[src/rtl/fetch_pkg.sv]
// rtl/fetch_pkg.sv - fetch stage state encoding, widths and RV32 opcode constants
package fetch_pkg;

  localparam int INSTR_W = 32;
  localparam int OPC_W   = 7;

  typedef enum logic [2:0] {
    REQ   = 3'd0,
    WAIT  = 3'd1,
    FULL  = 3'd2,
    DRAIN = 3'd3,
    TRAP  = 3'd4
  } fetch_state_e;

  // Major opcodes shared with the main control decoder
  localparam logic [OPC_W-1:0] R_TYPE = 7'b0110011;
  localparam logic [OPC_W-1:0] I_TYPE = 7'b0010011;
  localparam logic [OPC_W-1:0] LW     = 7'b0000011;
  localparam logic [OPC_W-1:0] SW     = 7'b0100011;
  localparam logic [OPC_W-1:0] BR     = 7'b1100011;
  localparam logic [OPC_W-1:0] JAL    = 7'b1101111;
  localparam logic [OPC_W-1:0] JALR   = 7'b1100111;

endpackage

[src/rtl/fetch_pc_gen.sv]
// rtl/fetch_pc_gen.sv - next-PC select: redirect target or sequential pc+4
// FETCH_MISALIGN_TRAP_EN keeps the raw target and flags misalignment; otherwise the target is word-aligned.
module fetch_pc_gen
  import fetch_pkg::*;
#(
  parameter int PC_W = 32
) (
  input  logic [PC_W-1:0] pc_i,
  input  logic            redirect_valid_i,
  input  logic [PC_W-1:0] redirect_pc_i,
  output logic [PC_W-1:0] npc_o,
  output logic            misalign_o
);

  logic [PC_W-1:0] target;

`ifdef FETCH_MISALIGN_TRAP_EN
  assign target     = redirect_pc_i;
  assign misalign_o = redirect_valid_i && (redirect_pc_i[1:0] != 2'b00);
`else
  assign target     = redirect_pc_i & ~PC_W'(3);
  assign misalign_o = 1'b0;
`endif

  assign npc_o = redirect_valid_i ? target : pc_i + PC_W'(4);

endmodule

[src/rtl/instr_fetch_unit.sv]
// rtl/instr_fetch_unit.sv - RISC-V fetch stage: PC owner, single-outstanding imem fetch, decode output register
// Optional misaligned-redirect trap enabled by FETCH_MISALIGN_TRAP_EN.
module instr_fetch_unit
  import fetch_pkg::*;
#(
  parameter int              PC_W     = 32,
  parameter logic [PC_W-1:0] RESET_PC = '0
) (
  input  logic               clk,
  input  logic               reset,
  output logic               imem_req_valid,
  input  logic               imem_req_ready,
  output logic [PC_W-1:0]    imem_req_addr,
  input  logic               imem_rsp_valid,
  input  logic [INSTR_W-1:0] imem_rsp_data,
  output logic               if_valid,
  input  logic               if_ready,
  output logic [INSTR_W-1:0] if_instr,
  output logic [PC_W-1:0]    if_pc,
  output logic [OPC_W-1:0]   if_opcode,
  input  logic               redirect_valid,
  input  logic [PC_W-1:0]    redirect_pc,
  output logic               fetch_misalign
);

  fetch_state_e       state_q;
  logic [PC_W-1:0]    pc_q;
  logic [PC_W-1:0]    pc_d;
  logic [PC_W-1:0]    if_pc_q;
  logic [INSTR_W-1:0] if_instr_q;
  logic               if_valid_q;
  logic               misalign_q;
  logic               misalign;
  logic               redirect_live;
  logic               req_fire;
  logic               pending;

  fetch_pc_gen #(.PC_W(PC_W)) u_pc_gen (
    .pc_i             (pc_q),
    .redirect_valid_i (redirect_live),
    .redirect_pc_i    (redirect_pc),
    .npc_o            (pc_d),
    .misalign_o       (misalign)
  );

  assign redirect_live  = redirect_valid && (state_q != TRAP);
  assign imem_req_valid = reset && (state_q == REQ);
  assign imem_req_addr  = pc_q;
  assign req_fire       = imem_req_valid && imem_req_ready;

  // A request is still in flight after this cycle unless its response lands now
  always_comb begin
    pending = 1'b0;
    case (state_q)
      REQ:         pending = req_fire;
      WAIT, DRAIN: pending = !imem_rsp_valid;
      default:     pending = 1'b0;
    endcase
  end

  always_ff @(posedge clk) begin
    if (!reset) begin
      state_q    <= REQ;
      pc_q       <= RESET_PC;
      if_valid_q <= 1'b0;
      if_instr_q <= '0;
      if_pc_q    <= '0;
      misalign_q <= 1'b0;
    end else if (redirect_live) begin
      pc_q       <= pc_d;
      if_valid_q <= 1'b0;
      if (misalign) begin
        state_q    <= TRAP;
        misalign_q <= 1'b1;
      end else begin
        state_q <= pending ? DRAIN : REQ;
      end
    end else begin
      case (state_q)
        REQ: begin
          if (req_fire) state_q <= WAIT;
        end
        WAIT: begin
          if (imem_rsp_valid) begin
            if_instr_q <= imem_rsp_data;
            if_pc_q    <= pc_q;
            pc_q       <= pc_d;
            if_valid_q <= 1'b1;
            state_q    <= FULL;
          end
        end
        FULL: begin
          if (if_ready) begin
            if_valid_q <= 1'b0;
            state_q    <= REQ;
          end
        end
        DRAIN: begin
          if (imem_rsp_valid) state_q <= REQ;
        end
        default: ;
      endcase
    end
  end

  assign if_valid       = if_valid_q;
  assign if_instr       = if_instr_q;
  assign if_pc          = if_pc_q;
  assign if_opcode      = if_instr_q[OPC_W-1:0];
  assign fetch_misalign = misalign_q;

endmodule
[config.mk]
export PLATFORM = sky130hd
export DESIGN_NAME = instr_fetch_unit
export DESIGN_NICKNAME = d
export VERILOG_FILES = /design/src/rtl/fetch_pkg.sv /design/src/rtl/fetch_pc_gen.sv /design/src/rtl/instr_fetch_unit.sv
export SDC_FILE = /design/constraint.sdc
export NUM_CORES = 1
export LEC_CHECK = 0
export BUFFER_PORTS_ARGS = -buffer_cell sky130_fd_sc_hd__buf_2
export CORE_ASPECT_RATIO = 0.9
export CORE_UTILIZATION = 40
export CTS_BUF_LIST = sky130_fd_sc_hd__clkbuf_8
export CTS_CLUSTER_DIAMETER = 50
export DETAILED_ROUTE_END_ITERATION = 12
export PLACE_DENSITY_LB_ADDON = 0.3
export SETUP_SLACK_MARGIN = 0.4
export SYNTH_ARGS = -nofsm -noshare
export SYNTH_HDL_FRONTEND = slang
export SYNTH_SLANG_ARGS = --single-unit
[constraint.sdc]
create_clock -name clk -period 3.56 [get_ports clk]
set_input_delay 0.356 -clock clk [delete_from_list [all_inputs] [get_ports clk]]
set_output_delay 0.356 -clock clk [all_outputs]
set_load 0.01 [all_outputs]
==> flow_summary.ini, run 1 <==
[status]
status = completed

[power_and_ir_drop]
switching_share_pct = 25.71
power.share.clock_pct = 34.9
peakVddDrop_mv = 0.2156
finalPower_mw = 2.118
p_switching_mw = 0.5445
p_seq_share_pct = 54.7
power_density_nw_per_um2 = 410.6
p_leak_nw = 2.150
internal_power_mw = 1.573
p_comb_share_pct = 10.4

[synthesis]
yosysSeqAreaShare_pct = 46.24
synth-edff-count = 0
synth_cell_type_count = 48
synth_ff_type = dfxtp_1
syn_avg_cell_area_sq_um = 7.819
postSynthCellCount = 526
ys.warnings.count = 0
ys_ff_latch = 95
synth_area_sq_um = 4113
ys_async_sr_fraction_pct = 0

[placed_design]
place_congestion = 0.8203
io_buffers = 168
hpwlAfterDp_um = 8176

[die]
io_pins = 176
dieArea_sq_um = 10690
die_x_um = 108.9
start_util_pct = 41.85
die_h_um = 98.20
rows = 34
core_sq_um = 9827

[detailed_routing]
drc_errors = 0
vias = 4212
wl_per_cell_um = 14.49
first_pass_iters = 4
first_iter_violations = 275
antenna_left = 0
wl_um = 11520
vias_per_cell = 5.298

[clock_network]
h-tree-depth = 3
cts_hold_buf = 0
clock_sinks = 95
cts_tree = done
cts_root_buf = clkbuf_8
cts_made_buffers = 9
cts.repair.resized = 0
clock_latency_ns = 0.36
clk_pin_slew_ns = 0.09
post_cts_buffers = 0
clock_path_buffers = 2

[cells_and_area]
layout.nets = 735
drive_above_1_share_pct = 29.60
n_antenna_cell = 0
nFillCells = 995
syn_to_final_growth_pct = 25.40

[grt]
grt_overflow = 0
grt_pass1_vias = 3814
grt_max_degree = 63
antenna_found_initial = 0
track_usage_pct = 21.53
grt_pass1_wl_um = 18400

[worst_setup_path]
crit_required_ns = 3.85
r2r.worst_path.cells = 4
cp_max_fo = 15
cp.depth = 4
critPathSlowestCell = or4_4
crit_path_cell_trace = nand3b_1, or4_4, or4_1, a31oi_1
critPathMaxStageDelay_ns = 0.73
cp_num_buf_inv = 0
arrival_ns = 2.74
critical_path.top_delay_family = simple AND/OR/NAND/NOR gates
cp-start-kind = flip-flop
critPathKind = reg2reg
crit_path_end_kind = flip-flop

[sta]
rsz0062_at_grt = no
period_needed_ns = 2.442
whs_ns = 0.2275
fin_skew_ns = 0.005065
setup_viol = 0
slew_viol_final = 0
maxSlewHeadroom_pct = 26.22
clock.fmax_mhz = 409.5
max_slew.worst_pin.slew_ns = 1.097
tns_ns = 0
finalHoldViolations = 0
finalCritPeriodShare_pct = 68.60

[min_path]
min_path_cells = 3
worst_hold_path_type = in2reg

[flow_run]
cap_violations = 0
## synth_stat cells, drive strengths merged, types with 2 or more instances
cell	number	area, sq um
and3	2	12.51
a211oi	5	37.54
a21oi	77	385.4
nand2	137	514.2
a31oi	7	43.79
mux2i	2	20.02
buf	18	118.9
nor4b	3	26.28
clkbuf	32	120.1
nor4	9	62.56
nand4	10	68.81
nand2b	2	12.51
nand3	12	65.06
o221ai	2	17.52
o21ai	30	150.1
nand4b	2	17.52
nor3	10	50.05
nor2b	4	25.02
nand3b	3	22.52
nor3b	2	15.01
inv	5	18.76
or2	2	12.51
a311oi	3	26.28
o31ai	4	30.03
or4	6	48.80
xnor2	9	78.83
and4	4	35.03
or3	5	31.28
and2	2	12.51
nor2	12	45.04
dfxtp	95	1902
## flip-flops by register name, summed over array words and instances (netlist names)
register       cells
if_instr          32
if_pc             30
imem_req_addr     30
state_q            2
if_valid           1
## cells by family (layout without fill, tap and decap cells)
logic type,Yosys count,in the layout,synth area share [%]
multiplexers,2,2,0.4868
AO/OA/AOI/OAI,133,133,17.86
other,1,5,0.09118
XOR/XNOR,10,10,2.130
flip-flops,95,95,46.24
AND/OR/NAND/NOR,229,229,26.62
adder cells (fa/ha/maj),1,1,0.3042
buffers and inverters,55,194,6.267
## layout by cell type (no fill, tap or decap), types with 5 or more instances in the layout
master,Yosys,routed
o21ai_0,30,30
inv_1,4,6
nor4_1,8,8
clkbuf_8,0,12
a31oi_1,7,7
buf_2,5,168
or3_1,5,5
conb_1,1,5
nand3_1,11,11
xnor2_1,9,9
a21oi_1,77,77
a211oi_1,5,5
nor3_1,10,10
nand2_1,137,136
nor2_1,12,11
or4_1,5,5
dfxtp_1,95,95
nand4_1,9,9
## stage by stage
stage	utilization [%]	cell area (sq um)	instances	setup WS, ns
after global placement	50.34	4947	779	1.239
after detailed placement	50.34	4947	779	1.160
final	52.48	5157	795	1.118
after CTS	52.48	5157	795	1.120
after global routing	52.48	5157	795	0.9992
after floorplan	-	4128	530	1.544
## power groups by stage
stage / Combinational (mW) / Clock (mW) / Sequential [mW]
4_1_cts: 0.222 / 0.761 / 1.16
3_3_place_gp: 0.217 / 0 / 1.18
3_5_place_dp: 0.221 / 0 / 1.18
2_1_floorplan: 0.119 / 0 / 1.18
5_1_grt: 0.245 / 0.798 / 1.16
6_report: 0.221 / 0.739 / 1.16
## worst min-delay path: stages
cell     delay [ns]
buf_2          0.09
nand2_1        0.04
a21oi_1        0.05
## path summary, 6_finish.rpt
check,start,to,slack (ns)
setup / recovery,state_q[0],imem_req_addr[27],1.12
hold / removal,imem_rsp_data[19],if_instr[19],0.23
setup reg to reg,state_q[0],imem_req_addr[27],1.12
hold reg to reg,if_pc[29],if_pc[29],0.46
## area by class of cell
type,instances,area (sq um),share of cell area (%)
sequential,95,1902,36.88
clock inverter,4,45.04,0.8734
clock buffer,12,165.2,3.202
multi-input combinational,380,1978,38.36
timing repair buffer,173,890.9,17.27
tap,126,157.7,3.057
inverter,5,18.77,0.3639
## routing by layer
metal / routed length [um] / vias up / GRT usage (%)
met2: 5322 / 145 / 33.19
met1: 5234 / 1964 / 28.49
met5: 0 / - / 0
li1: - / 2086 / -
met4: 204 / 0 / 7.796
met3: 761 / 17 / 6.008
No activity file was read; power rests on OpenSTA's default activity.
==> inputs of run 2 (changes only) <==
==> constraint.sdc (replaced) <==
create_clock -name clk -period 2.35 [get_ports clk]
set_input_delay 0.235 -clock clk [delete_from_list [all_inputs] [get_ports clk]]
set_output_delay 0.235 -clock clk [all_outputs]
set_load 0.01 [all_outputs]
==> run 2 against run 1 <==
Critical endpoint is now imem_req_addr[21]. First-iteration DRC count grew 8.4%. Core utilization grew 2.7 points. Non-clock buffer count grew 28. Power grew 51%. Clock skew grew 0.0067 ns. Highest routed layer unchanged.
==> flow_summary.ini, run 2 (synthesized netlist as in run 1, its figures left out) <==
[status]
status = completed

[cells_and_area]
nFillCells = 935
n_antenna_cell = 0
seq_area_sq_um = 1924
final_common_cell = buf_2
syn_to_final_growth_pct = 31.76
layout.nets = 763
largest_reg_flops = 32
final_cell_mix = 169 x buf_2, 136 x nand2_1, 83 x dfxtp_1
drive_above_1_share_pct = 35.15
post-route-util_pct = 55.14
multiInputGateArea_sq_um = 2023

[grt]
grt_pass1_vias = 3763
grt_pass1_wl_um = 18290
grt_overflow = 0
antenna_found_initial = 0
grt_max_degree = 34
track_usage_pct = 21.67

[power_and_ir_drop]
power_density_nw_per_um2 = 589.9
p_leak_nw = 2.281
peakVddDrop_mv = 0.3339

[worst_setup_path]
worst-r2r-setup-slack_ns = 0.42
arrival_ns = 2.22
crit_path_end_kind = flip-flop
reg2reg_from = state_q[1]
worst_r2r_endpoint = imem_req_addr[21]
cp-start-kind = flip-flop
cp_max_fo = 8
critPathKind = reg2reg
crit_required_ns = 2.64
r2r.worst_path.cells = 4

[die]
die_x_um = 108.9
die_h_um = 98.20
rows = 34
io_pins = 176
core_sq_um = 9827
dieArea_sq_um = 10690
start_util_pct = 41.85

[detailed_routing]
top_layer = met4
wl_um = 11800
wl_met1_um = 5481
first_pass_iters = 5
wl_per_cell_um = 14.33
wl_met2_um = 5392
vias = 4282
antenna_left = 0
wl_met3_um = 782
vias_per_cell = 5.203
first_iter_violations = 298
drc_errors = 0

[clock_network]
clock_latency_ns = 0.35
clk_pin_slew_ns = 0.09
cts_made_buffers = 9
cts_root_buf = clkbuf_8
cts_tree = done
clock_path_buffers = 2
clock_sinks = 95
h-tree-depth = 3

[sta]
max_slew.worst_pin.slew_ns = 0.6150
finalHoldViolations = 0
fin_skew_ns = 0.01181
clock.fmax_mhz = 517.0
fin_ws_ns = 0.4159
finalCritPeriodShare_pct = 82.30
slew_viol_final = 0
period_needed_ns = 1.934
tns_ns = 0
maxSlewHeadroom_pct = 58.95
setup_viol = 0
rsz0062_at_grt = yes

[placed_design]
pre_cts_slack_ns = 0.2852
place_congestion = 0.8712
hpwlAfterDp_um = 8586
io_buffers = 168

[min_path]
hold_path_end = if_instr[12]
min_from = imem_rsp_data[12]
min_path_cells = 3
worst_hold_path_type = in2reg

[flow_run]
cap_violations = 0
==> run 2: cell count changes in the layout (fill, tap and decap cells not counted), sizes merged <==
cell    delta
buf       +28
clkbuf     -3
clkinv     +3
==> run 2: per-layer routing <==
metal | up-vias | track usage [%]
met2 | 149 | 33.53
met4 | 0 | 6.341
met3 | 14 | 4.740
li1 | 2149 | -
met5 | - | 0
met1 | 1970 | 30.00
==> run 2: timing repair <==
item	CTS	global route
endpoints found under the setup margin	9	9
endpoints found under the hold margin	0	0
setup buffers	0	10
gates cloned	0	0
pin swaps	1	8
resized for setup	6	14
hold buffers	0	0
==> run 2: worst max-delay path by stage <==
stage                           start                 to  slack (ns)  depth (start not counted)
floorplan            imem_req_addr[2]  imem_req_addr[30]        0.43                          5
finish                     state_q[1]  imem_req_addr[21]        0.42                          4
detailed placement   imem_req_addr[2]  imem_req_addr[24]        0.29                          5
global route               state_q[1]  imem_req_addr[21]        0.35                          5
global placement     imem_req_addr[2]  imem_req_addr[24]        0.32                          5
CTS                 imem_req_addr[18]  imem_req_addr[27]        0.40                          4
==> run 2: report_power, final <==
part,internal [mW],switching [mW],total (mW)
registers,1.67,0.0597,1.73
logic,0.174,0.226,0.400
clock network,0.494,0.575,1.07
==> run 2: final cells by class <==
cell class | count | share of cell area (%)
flip-flops and latches | 95 | 35.51
well taps | 126 | 2.909
inverters | 5 | 0.3463
multi-input cells | 380 | 37.34
repair buffers | 201 | 20.27
clock buffers | 9 | 2.286
clock inverters | 7 | 1.339
==> run 2: per-stage QoR <==
| step | hold WS [ns] | cell area, sq um | power, mW | cells |
|---|---|---|---|---|
| 2_1_floorplan | 0.3710 | 4130 | 1.965 | 530 |
| 3_3_place_gp | 0.4389 | 5085 | 2.139 | 797 |
| 3_5_place_dp | 0.4442 | 5085 | 2.148 | 797 |
| 4_1_cts | 0.1006 | 5291 | 3.212 | 813 |
| 5_1_grt | 0.1012 | 5419 | 3.326 | 823 |
| 6_report | 0.1117 | 5419 | 3.197 | 823 |
==> run 2: critical path, cell delays in order, from the launching register on <==
cell,delay [ns]
dfxtp_4,0.37
nand3b_1,0.19
or4_4,0.61
or4_4,0.52
a31oi_4,0.17
